## config.mk

```make
export PLATFORM = sky130hd
export DESIGN_NAME = ulpi_reg_access
export DESIGN_NICKNAME = d
export VERILOG_FILES = /design/src/rtl/ulpi_pkg.sv /design/src/rtl/ulpi_timeout_cnt.sv /design/src/rtl/ulpi_reg_access.sv
export SDC_FILE = /design/constraint.sdc
export NUM_CORES = 1
export LEC_CHECK = 0
export ABC_AREA = 1
export BUFFER_PORTS_ARGS = -buffer_cell sky130_fd_sc_hd__buf_2
export CORE_MARGIN = 10
export CORE_UTILIZATION = 35
export CTS_CLUSTER_SIZE = 28
export DETAILED_ROUTE_END_ITERATION = 8
export GPL_TIMING_DRIVEN = 0
export PLACE_DENSITY = 0.64
export SETUP_SLACK_MARGIN = 0.4
export SLEW_MARGIN = 20
export SYNTH_ARGS = -nofsm -noshare
export SYNTH_HDL_FRONTEND = slang
export SYNTH_SLANG_ARGS = --single-unit
```

## constraint.sdc

```tcl
create_clock -name clk_ULPI -period 2.73 [get_ports clk_ULPI]
set_clock_uncertainty 0.1 [all_clocks]
set_input_delay 0.546 -clock clk_ULPI [delete_from_list [all_inputs] [get_ports clk_ULPI]]
set_output_delay 0.546 -clock clk_ULPI [all_outputs]
set_load 0.02 [all_outputs]
```

## src/rtl/ulpi_pkg.sv

```systemverilog
// Shared ULPI definitions: register-engine state encoding and TXCMD header fields.
// Intended to be reused by the ULPI RX/TX blocks.
package ulpi_pkg;

   typedef enum logic [3:0] {
      ST_IDLE    = 4'd0,
      ST_WAITBUS = 4'd1,
      ST_TXCMD   = 4'd2,
      ST_EXTADDR = 4'd3,
      ST_WDATA   = 4'd4,
      ST_WSTP    = 4'd5,
      ST_TA1     = 4'd6,
      ST_RDATA   = 4'd7,
      ST_TA2     = 4'd8,
      ST_ABORT   = 4'd9,
      ST_DONE    = 4'd10,
      ST_ERR     = 4'd11
   } ulpi_state_e;

   localparam logic [1:0] CMD_REG_WR    = 2'b10;
   localparam logic [1:0] CMD_REG_RD    = 2'b11;
   localparam logic [5:0] EXT_ADDR_CODE = 6'h2F;
   localparam logic [7:0] EXT_ADDR_MIN  = 8'h3F;

   // Immediate access carries the address in the TXCMD; extended access carries the escape code.
   function automatic logic [7:0] txcmd_byte(input logic we, input logic ext, input logic [7:0] a);
      logic [1:0] hdr;
      logic [5:0] fld;
      hdr = we  ? CMD_REG_WR : CMD_REG_RD;
      fld = ext ? EXT_ADDR_CODE : a[5:0];
      return {hdr, fld};
   endfunction

endpackage

```

## src/rtl/ulpi_timeout_cnt.sv

```systemverilog
// Saturating wait counter for NXT handshakes; expired after TIMEOUT_CYC-1 counted cycles
// so the owning FSM leaves its state on the TIMEOUT_CYC-th edge after entry.
module ulpi_timeout_cnt #(
   parameter int unsigned TIMEOUT_CYC = 64
) (
   input  logic clk,
   input  logic rst_n,
   input  logic clear,
   input  logic en,
   output logic expired
);

   localparam int unsigned W = $clog2(TIMEOUT_CYC + 1);
   localparam logic [W-1:0] LIMIT = W'(TIMEOUT_CYC - 1);

   logic [W-1:0] cnt_q, cnt_d;

   assign expired = (cnt_q >= LIMIT);

   always_comb begin
      cnt_d = cnt_q;
      if (clear)
         cnt_d = '0;
      else if (en && !expired)
         cnt_d = cnt_q + 1'b1;
   end

   always_ff @(posedge clk or negedge rst_n) begin
      if (!rst_n)
         cnt_q <= '0;
      else
         cnt_q <= cnt_d;
   end

endmodule

```

## src/rtl/ulpi_reg_access.sv

```systemverilog
// ULPI PHY register engine: immediate/extended register read and write with DIR-abort retry,
// NXT timeout and done/err status. All bus outputs are registered from the next-state decode.
module ulpi_reg_access
   import ulpi_pkg::*;
#(
   parameter bit          EXT_ADDR_EN = 1'b1,
   parameter int unsigned TIMEOUT_CYC = 64,
   parameter int unsigned MAX_RETRY   = 3
) (
   input  logic       clk_ULPI,
   input  logic       rst,
   input  logic       req,
   input  logic       we,
   input  logic [7:0] addr,
   input  logic [7:0] wdata,
   output logic       busy,
   output logic       done,
   output logic       err,
   output logic [7:0] rdata,
   input  logic       DIR,
   input  logic       NXT,
   input  logic [7:0] DATA_I,
   output logic [7:0] DATA_O,
   output logic       DATA_OE,
   output logic       STP
);

   localparam int unsigned RW = (MAX_RETRY > 0) ? $clog2(MAX_RETRY + 1) : 1;

   ulpi_state_e state_q, state_d;
   logic          we_q, we_d, ext_q, ext_d;
   logic [7:0]    addr_q, addr_d, wdata_q, wdata_d, rdata_q, rdata_d;
   logic [RW-1:0] retry_q, retry_d;
   logic [7:0]    data_o_q, data_o_d;
   logic          oe_q, oe_d, stp_q, stp_d, busy_q, busy_d, done_q, done_d, err_q, err_d;
   logic          req_ext, tmo_clear, tmo_en, tmo_expired;

   assign req_ext   = (addr >= EXT_ADDR_MIN);
   assign tmo_clear = (state_d != state_q);
   assign tmo_en    = (state_q == ST_TXCMD) || (state_q == ST_EXTADDR) || (state_q == ST_WDATA);

   ulpi_timeout_cnt #(.TIMEOUT_CYC(TIMEOUT_CYC)) u_tmo (
      .clk     (clk_ULPI),
      .rst_n   (rst),
      .clear   (tmo_clear),
      .en      (tmo_en),
      .expired (tmo_expired)
   );

   always_comb begin
      state_d = state_q;
      we_d    = we_q;
      ext_d   = ext_q;
      addr_d  = addr_q;
      wdata_d = wdata_q;
      retry_d = retry_q;
      rdata_d = rdata_q;
      case (state_q)
         ST_IDLE: begin
            retry_d = '0;
            if (req) begin
               we_d    = we;
               ext_d   = req_ext;
               addr_d  = addr;
               wdata_d = wdata;
               if (req_ext && !EXT_ADDR_EN) state_d = ST_ERR;
               else if (DIR)                state_d = ST_WAITBUS;
               else                         state_d = ST_TXCMD;
            end
         end
         ST_WAITBUS: if (!DIR) state_d = ST_TXCMD;
         ST_TXCMD: begin
            if (DIR)              state_d = ST_ABORT;
            else if (NXT)         state_d = ext_q ? ST_EXTADDR : (we_q ? ST_WDATA : ST_TA1);
            else if (tmo_expired) state_d = ST_ERR;
         end
         ST_EXTADDR: begin
            if (DIR)              state_d = ST_ABORT;
            else if (NXT)         state_d = we_q ? ST_WDATA : ST_TA1;
            else if (tmo_expired) state_d = ST_ERR;
         end
         ST_WDATA: begin
            if (DIR)              state_d = ST_ABORT;
            else if (NXT)         state_d = ST_WSTP;
            else if (tmo_expired) state_d = ST_ERR;
         end
         ST_WSTP: state_d = ST_DONE;
         ST_TA1:  state_d = ST_RDATA;
         ST_RDATA: begin
            if (DIR && !NXT) begin
               rdata_d = DATA_I;
               state_d = ST_TA2;
            end else begin
               state_d = ST_ABORT;
            end
         end
         ST_TA2: if (!DIR) state_d = ST_DONE;
         ST_ABORT: begin
            if (!DIR) begin
               if (32'(retry_q) < MAX_RETRY) begin
                  retry_d = retry_q + 1'b1;
                  state_d = ST_TXCMD;
               end else begin
                  state_d = ST_ERR;
               end
            end
         end
         ST_DONE, ST_ERR: state_d = ST_IDLE;
         default:         state_d = ST_IDLE;
      endcase
   end

   // Outputs decode the next state so every pin is a flop and OE drops on the edge that sees DIR.
   always_comb begin
      data_o_d = '0;
      oe_d     = 1'b0;
      stp_d    = 1'b0;
      done_d   = 1'b0;
      err_d    = 1'b0;
      busy_d   = 1'b1;
      case (state_d)
         ST_IDLE: busy_d = 1'b0;
         ST_TXCMD: begin
            oe_d     = 1'b1;
            data_o_d = txcmd_byte(we_d, ext_d, addr_d);
         end
         ST_EXTADDR: begin
            oe_d     = 1'b1;
            data_o_d = addr_d;
         end
         ST_WDATA: begin
            oe_d     = 1'b1;
            data_o_d = wdata_d;
         end
         ST_WSTP: begin
            oe_d  = 1'b1;
            stp_d = 1'b1;
         end
         ST_DONE: begin
            done_d = 1'b1;
            busy_d = 1'b0;
         end
         ST_ERR: begin
            err_d  = 1'b1;
            busy_d = 1'b0;
         end
         default: ;
      endcase
   end

   always_ff @(posedge clk_ULPI or negedge rst) begin
      if (!rst) begin
         state_q  <= ST_IDLE;
         we_q     <= 1'b0;
         ext_q    <= 1'b0;
         addr_q   <= '0;
         wdata_q  <= '0;
         rdata_q  <= '0;
         retry_q  <= '0;
         data_o_q <= '0;
         oe_q     <= 1'b0;
         stp_q    <= 1'b0;
         busy_q   <= 1'b0;
         done_q   <= 1'b0;
         err_q    <= 1'b0;
      end else begin
         state_q  <= state_d;
         we_q     <= we_d;
         ext_q    <= ext_d;
         addr_q   <= addr_d;
         wdata_q  <= wdata_d;
         rdata_q  <= rdata_d;
         retry_q  <= retry_d;
         data_o_q <= data_o_d;
         oe_q     <= oe_d;
         stp_q    <= stp_d;
         busy_q   <= busy_d;
         done_q   <= done_d;
         err_q    <= err_d;
      end
   end

   assign busy    = busy_q;
   assign done    = done_q;
   assign err     = err_q;
   assign rdata   = rdata_q;
   assign DATA_O  = data_o_q;
   assign DATA_OE = oe_q;
   assign STP     = stp_q;

endmodule

```

==> flow_summary.ini <==
[status]
outcome = complete, no violations

[layout]
area_growth_pct = 17.98
fillers = 731
diodes = 0
drive_gt1_share_pct = 26.91
nets = 384

[timing]
fin_crit_ns = 2.100
fin_crit_sh_pct = 76.92
grt_setup_unrepaired = false
tightest_slew_ns = 0.6565
setup_slack_ns = 0.6301
fmax_mhz = 476.2
hold_viol = 0
setup_viol = 0
hold_slack_ns = 0.1654
maxSlewHeadroom_pct = 56.23
tns_ns = 0
maxSlewViolCount = 0

[route]
vias = 2043
routed_via_density = 4.550
drt_pre_antenna_iters = 4
ant_nets = 0
drc = 0
drt_iter0_drc = 73
drt_wl_total_mm = 5.744
wl_per_cell_um = 12.79

[setup_path]
cp_slowest_cell = dfrtp_1
setup.worst_path.end_class = flip-flop
cp.required_ns = 2.83
cp_cell_sequence = ha_1, nand2_1, nand2_1, nand2_1, nand3_1, nand2_1, nand3_4, nor2_1, nand3b_1, nand2_1
timing.critical_path.mode_cell = nand2_1
cp_slowest_stage_delay_ns = 0.41
cp_max_fo = 9
cp.arrival_ns = 2.20
start_kind = flip-flop
crit_type = reg2reg

[synth]
yosys.area.top_type = dfrtp_1
ys_seq_area_share_pct = 51.38
postSynthCellCount = 296
synth_edf_count = 0
synth_cell_types = 35
avgSynthCellArea_um2 = 8.556
syn_nets = 328
ys_seq_elements = 52
ys.flop_type = dfrtp_1
yosys_warnings = 0
syn-cell-area_mm2 = 0.002532
synthDominantCellAreaShare_pct = 51.38
ys_async_sr_fraction_pct = 100.0
ys_top_cells_by_area = dfrtp_1, nand2_1, nand3_1, mux2_2, inv_1

[cts]
cts_buffer_depth = 2
cts_tree = yes
ctsRootBufferMaster = clkbuf_8
htreeDepth = 2
postCtsSetupRepairBufs = 0
cts.repair.resized = 0
cts.sinks = 52
cts_buffers = 5
clk_latency_ns = 0.30
clk_pin_slew_ns = 0.10
cts_hold_buf = 0

[grt]
grt_pass1_wl_mm = 9.949
grt-ovfl-total = 0
grt_usage_pct = 10.48
grt_pass1_vias = 2094
grt_max_degree = 53
antenna_found_initial = 0

[power_and_ir_drop]
power_density_mw_per_mm2 = 953.7
peakVddDrop_uv = 412.6
p_total_mw = 2.850
p_leak_nw = 1.639

[floorplan]
die_w_um = 105.1
ios = 51
die_y_um = 105.1
coreArea_mm2 = 0.006907
rows = 30
start_util_pct = 36.67
die-area_mm2 = 0.01104

[place]
gp_congestion = 0.8683
place_hpwl_mm = 4.312
port_buffers = 49
place_ws_ns = 0.4953

[job]
maxCapViolCount = 0

[worst_hold_path]
hp-class = in2async
[through the flow]
step | instance area (µm²) | utilization (%) | cells
after floorplan | 2532 | - | 296
after global placement | 2898 | 41.96 | 441
after detailed placement | 2900 | 41.99 | 441
after CTS | 2988 | 43.26 | 449
after global routing | 2988 | 43.26 | 449
final | 2988 | 43.26 | 449
[logic make-up (layout without fill, tap and decap cells)]
family	count (synthesis)	count (layout)	synth area share, %
AND/OR/NAND/NOR	181	181	33.55
flip-flops	52	52	51.38
buffers and inverters	30	87	4.891
AO/OA/AOI/OAI	20	20	4.595
multiplexers	8	8	3.557
XOR/XNOR	3	3	1.038
adder cells (fa/ha/maj)	2	2	0.9880
[cells in the final DEF, fill, tap and decap left out, types with 2 or more instances in the layout]
cell type / instances
buf_2: 51
nand2_2: 5
clkinv_2: 2
a21oi_1: 2
clkbuf_8: 5
nand3b_1: 2
o21ai_1: 2
nor3_2: 2
xor2_1: 2
nand3_1: 21
o21a_1: 3
inv_1: 21
nor2_2: 5
nor2_1: 18
nand4_1: 4
mux2_2: 8
nand2_1: 106
o21ai_0: 9
inv_2: 4
dfrtp_1: 52
ha_1: 2
nor3_1: 7
nand3_2: 4
[worst max-delay path, delay by kind of cell (launching register included)]
kind,cells,cell delay (ns)
simple gates,9,1.27
fa+ha+maj,1,0.22
flops,1,0.41
[synth_stat cells, types with 2 or more instances]
| cell type | count |
|---|---|
| a21oi_1 | 2 |
| buf_2 | 3 |
| dfrtp_1 | 52 |
| ha_1 | 2 |
| inv_1 | 21 |
| inv_2 | 4 |
| mux2_2 | 8 |
| nand2_1 | 106 |
| nand2_2 | 5 |
| nand3_1 | 21 |
| nand3_2 | 4 |
| nand3b_1 | 2 |
| nand4_1 | 4 |
| nor2_1 | 18 |
| nor2_2 | 5 |
| nor3_1 | 7 |
| nor3_2 | 2 |
| o21a_1 | 3 |
| o21ai_0 | 9 |
| o21ai_1 | 2 |
| xor2_1 | 2 |
[sequential cells by signal (all words and copies together), names as in the netlist, 2 cells and up]
name,count
state_q,4
rdata,8
addr_q,8
wdata_q,8
retry_q,2
DATA_O,8
u_tmo.cnt_q,7
[cell type report]
class | instances | area [µm²] | share of cell area, %
well taps | 96 | 120.1 | 4.020
clock buffers | 5 | 68.82 | 2.303
flip-flops and latches | 52 | 1301 | 43.55
multi-input cells | 214 | 1107 | 37.06
clock inverters | 3 | 18.77 | 0.6281
plain buffers | 5 | 30.03 | 1.005
repair buffers | 49 | 247.7 | 8.291
inverters | 25 | 93.84 | 3.141
[worst paths after layout]
kind | startpoint | to | slack, ns | cells past startpoint
worst min register to register | addr_q[2] | addr_q[2] | 0.38 | 2
min in group clk_ULPI | wdata[5] | wdata_q[5] | 0.36 | 3
worst min-delay path | rst | wdata_q[3] | 0.17 | 1
worst max-delay path | u_tmo.cnt_q[0] | DATA_O[4] | 0.63 | 10
worst max register to register | u_tmo.cnt_q[0] | DATA_O[4] | 0.63 | 10
max in group asynchronous | rst | done | 1.92 | 1
[routing by layer]
| metal | global-route usage, % | routed length, µm |
|---|---|---|
| met1 | 13.55 | 2732 |
| met2 | 16.64 | 2593 |
| met5 | 0 | 0 |
| met4 | 1.373 | 16 |
| met3 | 3.993 | 402 |
[report_power, final]
part	switching, mW	internal, mW	total [mW]
clock	0.251	0.179	0.431
combinational	0.866	0.436	1.30
sequential	0.119	0.997	1.12
total	1.24	1.61	2.85
(Power assumes the default switching activity.)
